===== src/rtl/riscv_inst_encoder_pkg.sv =====
// Shared RV32I encoding definitions: request opcodes, field constants and
// immediate ranges used by the encoder (and kept consistent with the decoder).
package riscv_defs;

   typedef enum logic [3:0] {
      ENC_ADD  = 4'd0,
      ENC_SUB  = 4'd1,
      ENC_SLT  = 4'd2,
      ENC_OR   = 4'd3,
      ENC_AND  = 4'd4,
      ENC_ADDI = 4'd5,
      ENC_LW   = 4'd6,
      ENC_SW   = 4'd7,
      ENC_JAL  = 4'd8,
      ENC_BEQ  = 4'd9
   } enc_op_e;

   localparam logic [6:0] OPC_OP     = 7'b0110011;
   localparam logic [6:0] OPC_OP_IMM = 7'b0010011;
   localparam logic [6:0] OPC_LOAD   = 7'b0000011;
   localparam logic [6:0] OPC_STORE  = 7'b0100011;
   localparam logic [6:0] OPC_BRANCH = 7'b1100011;
   localparam logic [6:0] OPC_JAL    = 7'b1101111;

   localparam logic [2:0] F3_ADD_SUB = 3'b000;
   localparam logic [2:0] F3_SLT     = 3'b010;
   localparam logic [2:0] F3_OR      = 3'b110;
   localparam logic [2:0] F3_AND     = 3'b111;
   localparam logic [2:0] F3_ADDI    = 3'b000;
   localparam logic [2:0] F3_LW_SW   = 3'b010;
   localparam logic [2:0] F3_BEQ     = 3'b000;

   localparam logic [6:0] F7_BASE = 7'h00;
   localparam logic [6:0] F7_SUB  = 7'h20;

   localparam int IMM_I_MIN = -2048;
   localparam int IMM_I_MAX = 2047;
   localparam int IMM_B_MIN = -4096;
   localparam int IMM_B_MAX = 4094;
   localparam int IMM_J_MIN = -1048576;
   localparam int IMM_J_MAX = 1048574;

   // Signed inclusive range test on a 32-bit immediate.
   function automatic logic imm_in_range(input logic [31:0] imm, input int lo, input int hi);
      return ($signed(imm) >= lo) && ($signed(imm) <= hi);
   endfunction

endpackage


===== src/rtl/riscv_inst_encoder_pack.sv =====
// Combinational field packer: request op + fields -> RV32I word, with an
// illegal flag for undefined ops and out-of-range / misaligned immediates.
module riscv_inst_pack
   import riscv_defs::*;
(
   input  logic [3:0]  op,
   input  logic [4:0]  rd,
   input  logic [4:0]  rs1,
   input  logic [4:0]  rs2,
   input  logic [31:0] imm,
   output logic [31:0] word,
   output logic        illegal
);

   // Select the instruction format for the op and check its immediate.
   always_comb begin
      word    = '0;
      illegal = 1'b0;
      case (op)
         ENC_ADD: word = {F7_BASE, rs2, rs1, F3_ADD_SUB, rd, OPC_OP};
         ENC_SUB: word = {F7_SUB,  rs2, rs1, F3_ADD_SUB, rd, OPC_OP};
         ENC_SLT: word = {F7_BASE, rs2, rs1, F3_SLT,     rd, OPC_OP};
         ENC_OR:  word = {F7_BASE, rs2, rs1, F3_OR,      rd, OPC_OP};
         ENC_AND: word = {F7_BASE, rs2, rs1, F3_AND,     rd, OPC_OP};
         ENC_ADDI: begin
            word    = {imm[11:0], rs1, F3_ADDI, rd, OPC_OP_IMM};
            illegal = !imm_in_range(imm, IMM_I_MIN, IMM_I_MAX);
         end
         ENC_LW: begin
            word    = {imm[11:0], rs1, F3_LW_SW, rd, OPC_LOAD};
            illegal = !imm_in_range(imm, IMM_I_MIN, IMM_I_MAX);
         end
         ENC_SW: begin
            word    = {imm[11:5], rs2, rs1, F3_LW_SW, imm[4:0], OPC_STORE};
            illegal = !imm_in_range(imm, IMM_I_MIN, IMM_I_MAX);
         end
         ENC_BEQ: begin
            word    = {imm[12], imm[10:5], rs2, rs1, F3_BEQ, imm[4:1], imm[11], OPC_BRANCH};
            illegal = !imm_in_range(imm, IMM_B_MIN, IMM_B_MAX) || imm[0];
         end
         ENC_JAL: begin
            word    = {imm[20], imm[10:1], imm[11], imm[19:12], rd, OPC_JAL};
            illegal = !imm_in_range(imm, IMM_J_MIN, IMM_J_MAX) || imm[0];
         end
         default: illegal = 1'b1;
      endcase
   end

endmodule


===== src/rtl/riscv_inst_encoder.sv =====
// Program loader: accepts field-level instruction requests, encodes them and
// streams the words into instruction memory through a single output register.
module riscv_inst_encoder
   import riscv_defs::*;
#(
   parameter logic [31:0] BASE_ADDR = 32'h0,
   parameter int unsigned DEPTH     = 1024
) (
   input  logic                     clk,
   input  logic                     rst_n,
   input  logic                     start,
   input  logic                     in_valid,
   output logic                     in_ready,
   input  logic [3:0]               in_op,
   input  logic [4:0]               in_rd,
   input  logic [4:0]               in_rs1,
   input  logic [4:0]               in_rs2,
   input  logic [31:0]              in_imm,
   input  logic                     in_last,
   output logic                     imem_we,
   input  logic                     imem_ready,
   output logic [31:0]              imem_addr,
   output logic [31:0]              imem_wdata,
   output logic [$clog2(DEPTH):0]   count,
   output logic                     err,
   output logic                     done
);

   localparam int unsigned CW = $clog2(DEPTH) + 1;

   typedef enum logic [1:0] {S_IDLE, S_LOAD, S_DRAIN, S_DONE} state_e;

   state_e      state, state_nxt;
   logic        accept, wr_hs, full, drop;
   logic [31:0] pack_word;
   logic        pack_illegal;

   riscv_inst_pack u_pack (
      .op      (in_op),
      .rd      (in_rd),
      .rs1     (in_rs1),
      .rs2     (in_rs2),
      .imm     (in_imm),
      .word    (pack_word),
      .illegal (pack_illegal)
   );

   // Handshakes and drop decision; full counts the word still in the output register.
   always_comb begin
      accept = in_valid && in_ready;
      wr_hs  = imem_we && imem_ready;
      full   = (32'(count) + 32'(imem_we)) >= DEPTH;
      drop   = pack_illegal || full;
   end

   // State register.
   always_ff @(posedge clk or negedge rst_n) begin
      if (!rst_n) state <= S_IDLE;
      else        state <= state_nxt;
   end

   // Next-state logic plus the state-derived outputs in_ready and done.
   always_comb begin
      state_nxt = state;
      in_ready  = 1'b0;
      done      = 1'b0;
      case (state)
         S_IDLE:  if (start) state_nxt = S_LOAD;
         S_LOAD: begin
            in_ready = !imem_we || imem_ready;
            if (in_valid && in_ready && in_last) state_nxt = S_DRAIN;
         end
         S_DRAIN: if (!imem_we) state_nxt = S_DONE;
         S_DONE: begin
            done      = 1'b1;
            state_nxt = S_IDLE;
         end
         default: state_nxt = S_IDLE;
      endcase
   end

   // Output register, write address, word count and sticky error.
   always_ff @(posedge clk or negedge rst_n) begin
      if (!rst_n) begin
         imem_we    <= 1'b0;
         imem_addr  <= BASE_ADDR;
         imem_wdata <= '0;
         count      <= '0;
         err        <= 1'b0;
      end else if (state == S_IDLE && start) begin
         imem_addr <= BASE_ADDR;
         count     <= '0;
         err       <= 1'b0;
      end else begin
         if (wr_hs) begin
            imem_addr <= imem_addr + 32'd4;
            if (32'(count) < DEPTH) count <= count + CW'(1);
         end
         if (accept && !drop) begin
            imem_we    <= 1'b1;
            imem_wdata <= pack_word;
         end else if (wr_hs) begin
            imem_we <= 1'b0;
         end
         if (accept && drop) err <= 1'b1;
      end
   end

endmodule


===== config.mk =====
export PLATFORM = sky130hd
export DESIGN_NAME = riscv_inst_encoder
export DESIGN_NICKNAME = d
export VERILOG_FILES = /design/src/rtl/riscv_inst_encoder_pkg.sv /design/src/rtl/riscv_inst_encoder_pack.sv /design/src/rtl/riscv_inst_encoder.sv
export SDC_FILE = /design/constraint.sdc
export NUM_CORES = 1
export LEC_CHECK = 0
export BUFFER_PORTS_ARGS = -buffer_cell sky130_fd_sc_hd__buf_2
export CAP_MARGIN = 20
export CORE_MARGIN = 4
export CORE_UTILIZATION = 55
export DETAILED_ROUTE_END_ITERATION = 16
export HOLD_SLACK_MARGIN = 0.03
export PLACE_DENSITY = 0.85
export RECOVER_POWER = 100
export SLEW_MARGIN = 15
export SYNTH_ARGS = -nofsm -noshare
export SYNTH_HDL_FRONTEND = slang
export SYNTH_SLANG_ARGS = --single-unit

===== constraint.sdc =====
create_clock -name clk -period 4.8 [get_ports clk]
set_input_delay 0.72 -clock clk [delete_from_list [all_inputs] [get_ports clk]]
set_output_delay 0.72 -clock clk [all_outputs]
set_load 0.1 [all_outputs]

# After elaboration in Yosys (flattened, before gate mapping)
# Index checks and enable logic that the tools add are counted.
[classes]
n_addsub = 3
order_cmp = 8
eq_ne = 15
n_mux = 17
bitwise = 1
reduce_logical = 31
[op_table]
columns = ["cell", "count"]
rows = [
  ["$pmux W32 S10", 1],
  ["$mux W32", 2],
  ["$mux W11", 3],
  ["$add A32 B3 Y32 const B", 1],
  ["$ge A32 B12 Y1 const B", 1],
  ["$ge A32 B13 Y1 const B", 1],
  ["$ge A32 B21 Y1 const B", 1],
  ["$le A32 B12 Y1 const B", 1],
  ["$le A32 B13 Y1 const B", 1],
  ["$le A32 B21 Y1 const B", 1],
  ["$eq A4 B3 Y1 const B", 4],
  ["$add A11 B1 Y12", 1],
  ["$ge A12 B11 Y1 const B", 1],
  ["$add A11 B1 Y11 const B", 1],
  ["$lt A11 B11 Y1 const B", 1],
  ["$logic_and A1 B1 Y1", 10],
  ["$eq A4 B2 Y1 const B", 2],
  ["$eq A4 B4 Y1 const B", 2],
  ["$pmux W2 S4", 1],
  ["$reduce_bool A2 Y1", 4],
  ["$mux W1", 6],
  ["$mux W2", 3],
  ["$ne A2 B2 Y1 const B", 3],
  ["$reduce_and A2 Y1", 3],
  ["12 further kinds", 20],
]
[totals]
reg_bits = 79
in_bits = 57

# Logic depth before layout (Yosys ltp)
# Gate-level depths: netlist of the first run.
[depth]
word_depth = 10
depth_mapped = 8
ltp_nobuf = 7

# Cells and area by module
# A second synthesis of the first run with hierarchy kept.
[unflattened]
hier_cells = 439
hier_area_um2 = 4375.4
[modules_own_cells]
columns = ["module", "instances", "cells_each", "area_per_inst_um2"]
rows = [
  ["riscv_inst_encoder", 1, 335, 3723.6],
  ["riscv_inst_pack", 1, 104, 651.9],
]

# Least setup slack after synthesis of the first run
# OpenSTA, ideal clock, no wires.
[synth_path]
path_kind = "reg-to-reg"
start = "reg imem_we"
end = "reg imem_wdata[3]"
arrival_ps = 2848
required_time_ps = 4674
setup_slack_ps = 1827
stages_incl_launch_ff = 8
period_less_slack_ps = 2973
cell_sequence = "dfrtp_1 nand2b_1 and2_1 nand3_1 a21oi_1 nand4_4 buf_6 mux2_4"
[synth_via]
elab_chain_cells = 6
elab_cells_between_ends = 10
[synth_rtl]
columns = ["item", "line", "source"]
rows = [
  ["start: declaration", "riscv_inst_encoder.sv:20", "output logic imem_we,"],
  ["start signal: assignment", "riscv_inst_encoder.sv:85", "imem_we <= 1'b0;"],
  ["start signal: assignment", "riscv_inst_encoder.sv:100", "imem_we <= 1'b1;"],
  ["start signal: assignment", "riscv_inst_encoder.sv:103", "imem_we <= 1'b0;"],
  ["$logic_not A1 Y1", "--", ""],
  ["$logic_or A1 B1 Y1", "riscv_inst_encoder.sv:70", "in_ready = !imem_we || imem_ready;"],
  ["$mux W1", "riscv_inst_encoder.sv:67", "case (state)"],
  ["named net in_ready", "riscv_inst_encoder.sv:13", "output logic in_ready,"],
  ["$logic_and A1 B1 Y1", "riscv_inst_encoder.sv:50", "accept = in_valid && in_ready;"],
  ["$logic_and A1 B1 Y1", "riscv_inst_encoder.sv:99", "if (accept && !drop) begin"],
  ["$reduce_and A2 Y1 (no source line)", "--", ""],
  ["end signal: assignment", "riscv_inst_encoder.sv:101", "imem_wdata <= pack_word;"],
  ["end: declaration", "riscv_inst_encoder.sv:23", "output logic [31:0] imem_wdata,"],
]
# The timed path passes the listed nets, and every way through them passes these cells.
# A chain may end at the register's enable or synchronous reset.

# Worst setup path after layout of the first run
[layout_path]
start = "in in_op[3]"
end = "reg imem_wdata[10]"
[layout_via]
elab_chain_cells = 7
elab_cells_between_ends = 18
[layout_rtl]
columns = ["item", "line", "source"]
rows = [
  ["start: declaration", "riscv_inst_encoder.sv:14", "input logic [3:0] in_op,"],
  ["$eq A4 B1 Y1 (tied with other cells)", "riscv_inst_encoder_pack.sv:19", "case (op)"],
  ["$reduce_or A5 Y1 (no source line) / $reduce_or A3 Y1 (equally long branches)", "--", ""],
  ["$pmux W1 S4", "riscv_inst_encoder_pack.sv:19", ""],
  ["$logic_or A1 B1 Y1", "riscv_inst_encoder.sv:53", "drop = pack_illegal || full;"],
  ["$logic_not A1 Y1", "riscv_inst_encoder.sv:99", ""],
  ["$logic_and A1 B1 Y1", "riscv_inst_encoder.sv:99", ""],
  ["$reduce_and A2 Y1 (no source line)", "--", ""],
]
# Parallel ways exist; a longest one is shown, timed or not.

==> results by group, run 1 <==
Cells and area
  • Most frequent cells in the layout: 79 x clkbuf_1, 75 x dfrtp_1, 54 x buf_2, 50 x nor2_1, 46 x nand2_1
  • Synth-to-layout area growth: 15.4%
  • Final #Nets: 627
  • Layout cells sized above 1: 13.1%
  • Diode count: 0
  • Most common cell after layout, fill and taps aside: clkbuf_1

Die
  • Io pins: 136
  • Initial Util: 57.7%
  • Die height: around 96 um
  • Die ar.: 9200 um2
  • Row Count: 31
  • DIE WIDTH: between 90 and 100 um
  • Core Region: 7370 um2

Route
  • Detailed-route DRC error count: 0
  • Drt wl/cell: 16.5 um
  • Antenna Nets Post-Route: 0
  • TritonRoute pass-1 iters: 4
  • DRT iter0 DRCs: 178
  • Via count: roughly 3.8k
  • Routed WL: approximately 11 mm
  • Vias per Instance: 5.70

CTS
  • CTS sink cnt: 75
  • Htree depth: 3
  • Post-CTS Resized: 0
  • Clock slew seen by the registers of the worst setup and hold paths: 0.08 ns
  • Clk_lat worst skew: 0.34 ns
  • TritonCTS clock tree: built
  • Clock root buffer: clkbuf_8
  • Post-CTS Repair Setup Buffers: 0
  • CTS Hold Bufs: 0
  • TritonCTS buffer count: 9
  • Clock buffer depth: 2

Synthesis
  • Synthesized instance count: ~440
  • Synth async-reset ratio: 100%
  • Synthesized area: around 4300 um2
  • Seq cells post-synth: between 70 and 80
  • Sequential fraction of the synthesis area: between 40% and 50%
  • Syn_area_per_cell: around 10 um2
  • Post-synth cell types: 50
  • Post-synth EDFFs: 0
  • Synth warn: 0
  • Top_reg_cell synth: dfrtp_1

STA
  • Setup violations, final: 0
  • Slew margin rel.: -21.2%
  • Final worst path period share: between 70% and 80%
  • Min cycle time layout: 3.37 ns
  • Setup TNS: 0 ns
  • Final setup skew: between 0.015 and 0.02 ns
  • Max-slew violations: between 100 and 150
  • Slew @ Worst Pin: 1.82 ns
  • Max Freq: around 300 MHz
  • Fin. Hold Viols: 0
  • RSZ-0062 raised after global routing: false

Place
  • Final GP Congestion: 0.887
  • I/O Buffers: 133
  • DP Wirelength: slightly above 8 mm

Power and ir drop
  • Comb power frac: a little over half
  • Leak: ~0.0022 uW
  • Internal: 1180 uW
  • Maximum vdd drop: about 540 uV
  • Seq pwr share: between 30% and 40%
  • Switching power: 1690 uW
  • Sw Share: ~59%
  • Total power: 2870 uW
  • Part of the power in the clock network: 14.8%
  • Power per cell area: 585 nW/um2

Run status
  • Outcome: complete, but fails checks
  • Failing checks: max-capacitance violations, max-slew violations

Worst setup path
  • Required @ worst endpoint: about 5.0 ns
  • CP max FO: 31
  • Crit path capture type: flip-flop
  • Critical path class: in -> reg
  • Crit start category: primary input
  • CP arrival: 3.59 ns
  • Worst R2R Path Depth: 8

Min path
  • Worst Hold Depth: 1
  • Hold Path Class: reg -> reg

Global routing
  • Busiest grt layer: met2
  • GRT Overall Usage: a little under a quarter
  • GRT overflow: 0
  • Initial antenna violation count: 0
  • GRT met1 Usage: 30.5%
  • First-pass GRT wire length: 17.2 mm
  • Largest net degree at the start of global routing: between 70 and 80
  • Vias in the first global route: between 3k and 4k
  • Routing usage on met2: 40.1%
  • M3 GR Usage: ~5.7%

Job
  • Max-cap violations: 2
-- sequential cells by signal (all words and copies together) (netlist names) --
name,count
imem_we,1
state,2
imem_addr,30
err,1
imem_wdata,30
count,11
-- layer usage --
layer	vias up	share of wire, %
li1	1789	-
met1	1811	41
met2	164	50
met3	15	7.7
met4	0	1.4
met5	-	0
-- cell families (layout without fill, tap and decap cells) --
kind of cell | count (synthesis) | count (layout) | share of synthesized area (%)
buffers and inverters | 35 | 163 | 4.03
XOR/XNOR | 33 | 33 | 6.80
adder cells (fa/ha/maj) | 9 | 9 | 2.65
AO/OA/AOI/OAI | 73 | 73 | 11.6
multiplexers | 31 | 31 | 9.95
other | 1 | 2 | 0.0882
flip-flops | 75 | 75 | 44.2
AND/OR/NAND/NOR | 178 | 178 | 20.7
-- power by group through the flow --
stage                     registers (uW)  logic (uW)  clock network [uW]
after floorplan                     1820         484                   0
after global placement               885        1670                   0
after detailed placement             882        1700                   0
after CTS                            879        1690                 433
after global routing                 898        1630                 458
final                                878        1570                 424
-- cells in the mapped netlist (2+ instances only) --
cell	instances	share of area, %
dfrtp_1	75	44
nor2_1	50	4.4
nand2_1	46	4.1
a21oi_1	25	2.9
mux2_4	22	7.8
nand4_1	21	3.1
xor2_1	20	4.1
nand3_1	15	1.8
inv_1	14	1.2
xnor2_1	13	2.7
o21ai_0	12	1.4
a22o_1	11	2.3
clkbuf_1	11	0.97
ha_1	9	2.6
or3_1	9	1.3
mux2i_1	7	1.6
nor3_1	6	0.71
and3_1	5	0.74
nor4_1	5	0.74
o22ai_1	5	0.74
a22oi_1	4	0.71
and2_1	4	0.59
buf_4	4	0.71
nand2b_1	4	0.59
a21o_1	3	0.53
buf_6	3	0.79
nor2b_1	3	0.44
or4_1	3	0.53
a41oi_1	2	0.41
and4_1	2	0.41
buf_2	2	0.24
mux2_2	2	0.53
-- path summary, 6_finish.rpt --
check,endpoint,slack (ns),from
min,err,0.49,err
max reg2reg,count[9],1.50,state[0]
min in group asynchronous,imem_addr[5],0.86,rst_n
max,imem_wdata[10],1.43,in_op[3]
min reg2reg,err,0.49,err
max in group asynchronous,imem_wdata[11],2.85,rst_n
-- worst max-delay path, stage by stage --
cell	delay, ns
clkbuf_1	0.52
nor3b_1	0.96
nand2_1	0.13
o31ai_1	0.25
a41oi_1	0.13
nand4_4	0.45
mux2_1	0.41
-- layout make-up --
class	instances	area [um2]
fill	666	2460
multi-input combinational	326	2110
sequential	75	1880
timing repair buffer	134	572
clock buffer	10	138
tap	99	124
inverter	15	56.3
clock inverter	4	28.8
-- metrics by stage --
stage | hold slack [ns] | setup WS (ns) | util (%) | cells | instance area (um2)
global placement | 0.457 | 1.62 | 67.0 | 649 | 4940
global route | 0.512 | 1.08 | 66.6 | 663 | 4910
finish | 0.485 | 1.43 | 66.6 | 663 | 4910
detailed placement | 0.469 | 1.52 | 67.0 | 649 | 4940
CTS | 0.485 | 1.89 | 69.3 | 663 | 5100
floorplan | 0.424 | 1.83 | - | 436 | 4250
Note: power is estimated with default switching activity, not from simulation.
==> run 2: changes to the inputs <==
- ABC_AREA: unset -> 1
- CORE_UTILIZATION: 55 -> 47
- PLACE_DENSITY: 0.85 -> 0.77
- clock period: 4.8 -> 2.99 ns (I/O delays scaled with it)
==> run 2 against run 1 <==
The run still ends with max-capacitance violations, max-slew violations left. Final cell count grew 34%. Critical path type is now reg -> out. Clock skew about the same. Die area is 22% higher. Synthesized area up 6.0%. Setup slack got worse by 0.96 ns. Sequential power is 61% higher.
==> results by group, run 2 <==
Route
  • DRT iter0 DRCs: between 200 and 250
  • Via count: 4639
  • Drt wl/cell: between 10 and 15 um
  • TritonRoute pass-1 iters: 5
  • Routed WL: about 13 mm
  • Detailed-route DRC error count: 0
  • Vias per Instance: about 5.2
  • Antenna Nets Post-Route: 0

STA
  • Max Freq: around 400 MHz
  • Min cycle time layout: between 2 and 3 ns
  • RSZ-0062 raised after global routing: false
  • Final worst path period share: between 80% and 90%
  • Setup TNS: 0 ns
  • Final setup skew: about 0.015 ns
  • Setup violations, final: 0
  • Slew margin rel.: -23.1%
  • Max-slew violations: between 70 and 80
  • Slew @ Worst Pin: 1.85 ns
  • Fin. Hold Viols: 0

Place
  • Final GP Congestion: between 0.9 and 1
  • DP Wirelength: ~10 mm
  • I/O Buffers: around 130
  • Post-Place Cell Area: roughly 5300 um2

CTS
  • Clock buffer depth: 2
  • Clock root buffer: clkbuf_8
  • TritonCTS clock tree: built
  • CTS Hold Bufs: 0
  • Htree depth: 3
  • Post-CTS Repair Setup Buffers: 0
  • Clk_lat worst skew: around 0.35 ns
  • CTS sink cnt: between 70 and 80
  • Post-CTS Resized: 0
  • Clock slew seen by the registers of the worst setup and hold paths: around 0.080 ns
  • TritonCTS buffer count: 9

Synthesis
  • Synthesized area: ~4500 um2
  • Post-synth EDFFs: 0
  • Top_reg_cell synth: dfrtp_1
  • Seq cells post-synth: between 70 and 80
  • Sequential fraction of the synthesis area: between 40% and 50%
  • Synth async-reset ratio: 100%
  • Cell accounting for the most synthesized area: dfrtp_1
  • Post-synth cell types: 41
  • Synth warn: 0
  • Commonest cells post-synth: 165 x nand2_1, 85 x inv_1, 75 x dfrtp_1
  • Top-area cell type share of the netlist area: about two fifths
  • Syn_area_per_cell: roughly 7.2 um2
  • Most frequent cell after synthesis: nand2_1
  • Synthesized instance count: 628
  • Synth top area cells: dfrtp_1 42%, nand2_1 14%, inv_1 7.1%, nand4_1 6.0%, nor2_1 5.8%

Die
  • Core Region: 9280 um2
  • Row Count: 35
  • Die ar.: 11200 um2
  • DIE WIDTH: ~110 um
  • Initial Util: 48.5%
  • Die height: about 110 um
  • Io pins: about 140

Run status
  • Failing checks: max-capacitance violations, max-slew violations
  • Outcome: complete, but fails checks

Global routing
  • Initial antenna violation count: 0
  • First-pass GRT wire length: between 20 and 25 mm
  • GRT Overall Usage: between 20% and 30%
  • Largest net degree at the start of global routing: 76
  • GRT overflow: 0
  • Vias in the first global route: around 4.4k

Power and ir drop
  • Power per cell area: approximately 900 nW/um2
  • Leak: 0.00267 uW
  • Maximum vdd drop: 850 uV

Cells and area
  • Most common cell after layout, fill and taps aside: nand2_1
  • Multi-input logic area: between 2000 and 2500 um2
  • Fillers: between 900 and 1k
  • Biggest regs: imem_addr x30, imem_wdata x30, count x11
  • Most frequent cells in the layout: 165 x nand2_1, 86 x inv_1, 81 x clkbuf_1, 75 x dfrtp_1, 70 x nor2_1
  • Final #Nets: about 800
  • Diode count: 0
  • Synth-to-layout area growth: 18.8%
  • Fin area: 5350 um2
  • Layout cells sized above 1: between 10% and 20%
  • Reg area: ~1900 um2

Worst setup path
  • Critical Path Max Stage Delay: approximately 0.87 ns
  • Slowest library cell on the worst path: clkbuf_1
  • CP max FO: 4
  • Top delay family on crit path: buffers and inverters
  • CP arrival: 2.08 ns
  • Worst path cell trace: inv_1 > ha_1 > inv_1 > nor2_2 > clkbuf_1
  • Worst path buffer plus inverter count: 3
  • Crit start category: flip-flop
  • Critical path class: reg -> out
  • Required @ worst endpoint: ~2.5 ns
  • Crit path capture type: output pin
  • Most Frequent Cell on Critical Path: inv_1

Min path
  • Hold Path Class: in -> reg

Job
  • Max-cap violations: 1
## run 2: changes by cell type after synthesis, sizes merged, moves of 12 or more
cell	delta
inv	+78
mux2	-24
nand2	+121
nand3	+12
nand4	+21
nor2	+25
o21ai	+28
xnor2	-13
xor2	-20
## run 2: cell families (layout without fill, tap and decap cells)
logic type | after synthesis | after routing | synth area share [%]
and+or+nand+nor | 329 | 329 | 32.4
DFF | 75 | 75 | 41.6
AOI/OAI and AO/OA | 99 | 99 | 12.6
buffers and inverters | 115 | 248 | 10.7
adders and majority gates | 9 | 9 | 2.50
other | 1 | 2 | 0.0832
## run 2: cell type report
| class | instances | share of cell area [%] |
|---|---|---|
| tap | 129 | 3.01 |
| multi-input combinational | 439 | 40.1 |
| clock buffer | 10 | 2.38 |
| inverter | 93 | 6.52 |
| clock inverter | 6 | 1.66 |
| timing repair buffer | 139 | 11.2 |
| sequential | 75 | 35.1 |
## run 2: layer usage
metal  up-vias  wire length (um)  share of wire (%)  track usage [%]
met2       190              6220                 48             39.8
li1       2308                 -                  -                -
met5         -                 0                  0                0
met4         0               278                2.1             7.77
met1      2114              5440                 42             28.5
met3        27               997                7.7             5.10
## run 2: per-stage QoR
step                std cells  utilization [%]  hold WS, ns  worst slack [ns]  total power [uW]
floorplan                 629                -        0.153             0.305              3520
global placement          875             56.6        0.453             0.597              4000
detailed placement        875             56.6        0.456             0.582              4030
CTS                       891             58.9        0.269             0.552              4890
global route              891             57.7        0.467             0.183              5020
finish                    891             57.7        0.461             0.465              4800
## run 2: worst register-to-register path: cells and delay by family (launching register included)
family          cells  cell delay, ns
simple gates       11            1.74
flops               1            0.41
compound gates      1            0.14
buf+inv             1            0.07
## run 2: worst paths after layout
check                          startpoint        endpoint  slack [ns]  depth (start not counted)
min in group asynchronous           rst_n   imem_addr[12]        0.60                          1
min                             in_imm[6]  imem_wdata[26]        0.46                          5
max                              state[1]        in_ready        0.47                          5
max in group asynchronous           rst_n        count[5]        1.30                          1
min reg2reg                imem_wdata[31]  imem_wdata[31]        0.48                          2
max reg2reg                      count[7]   imem_wdata[8]        0.51                         13
## run 2: report_power, final
group	switching (uW)	leakage [uW]	internal, uW
Combinational	2230	0.00156	299
Clock	390	0.000103	472
Sequential	177	0.00101	1230
Total	2790	0.00267	2000
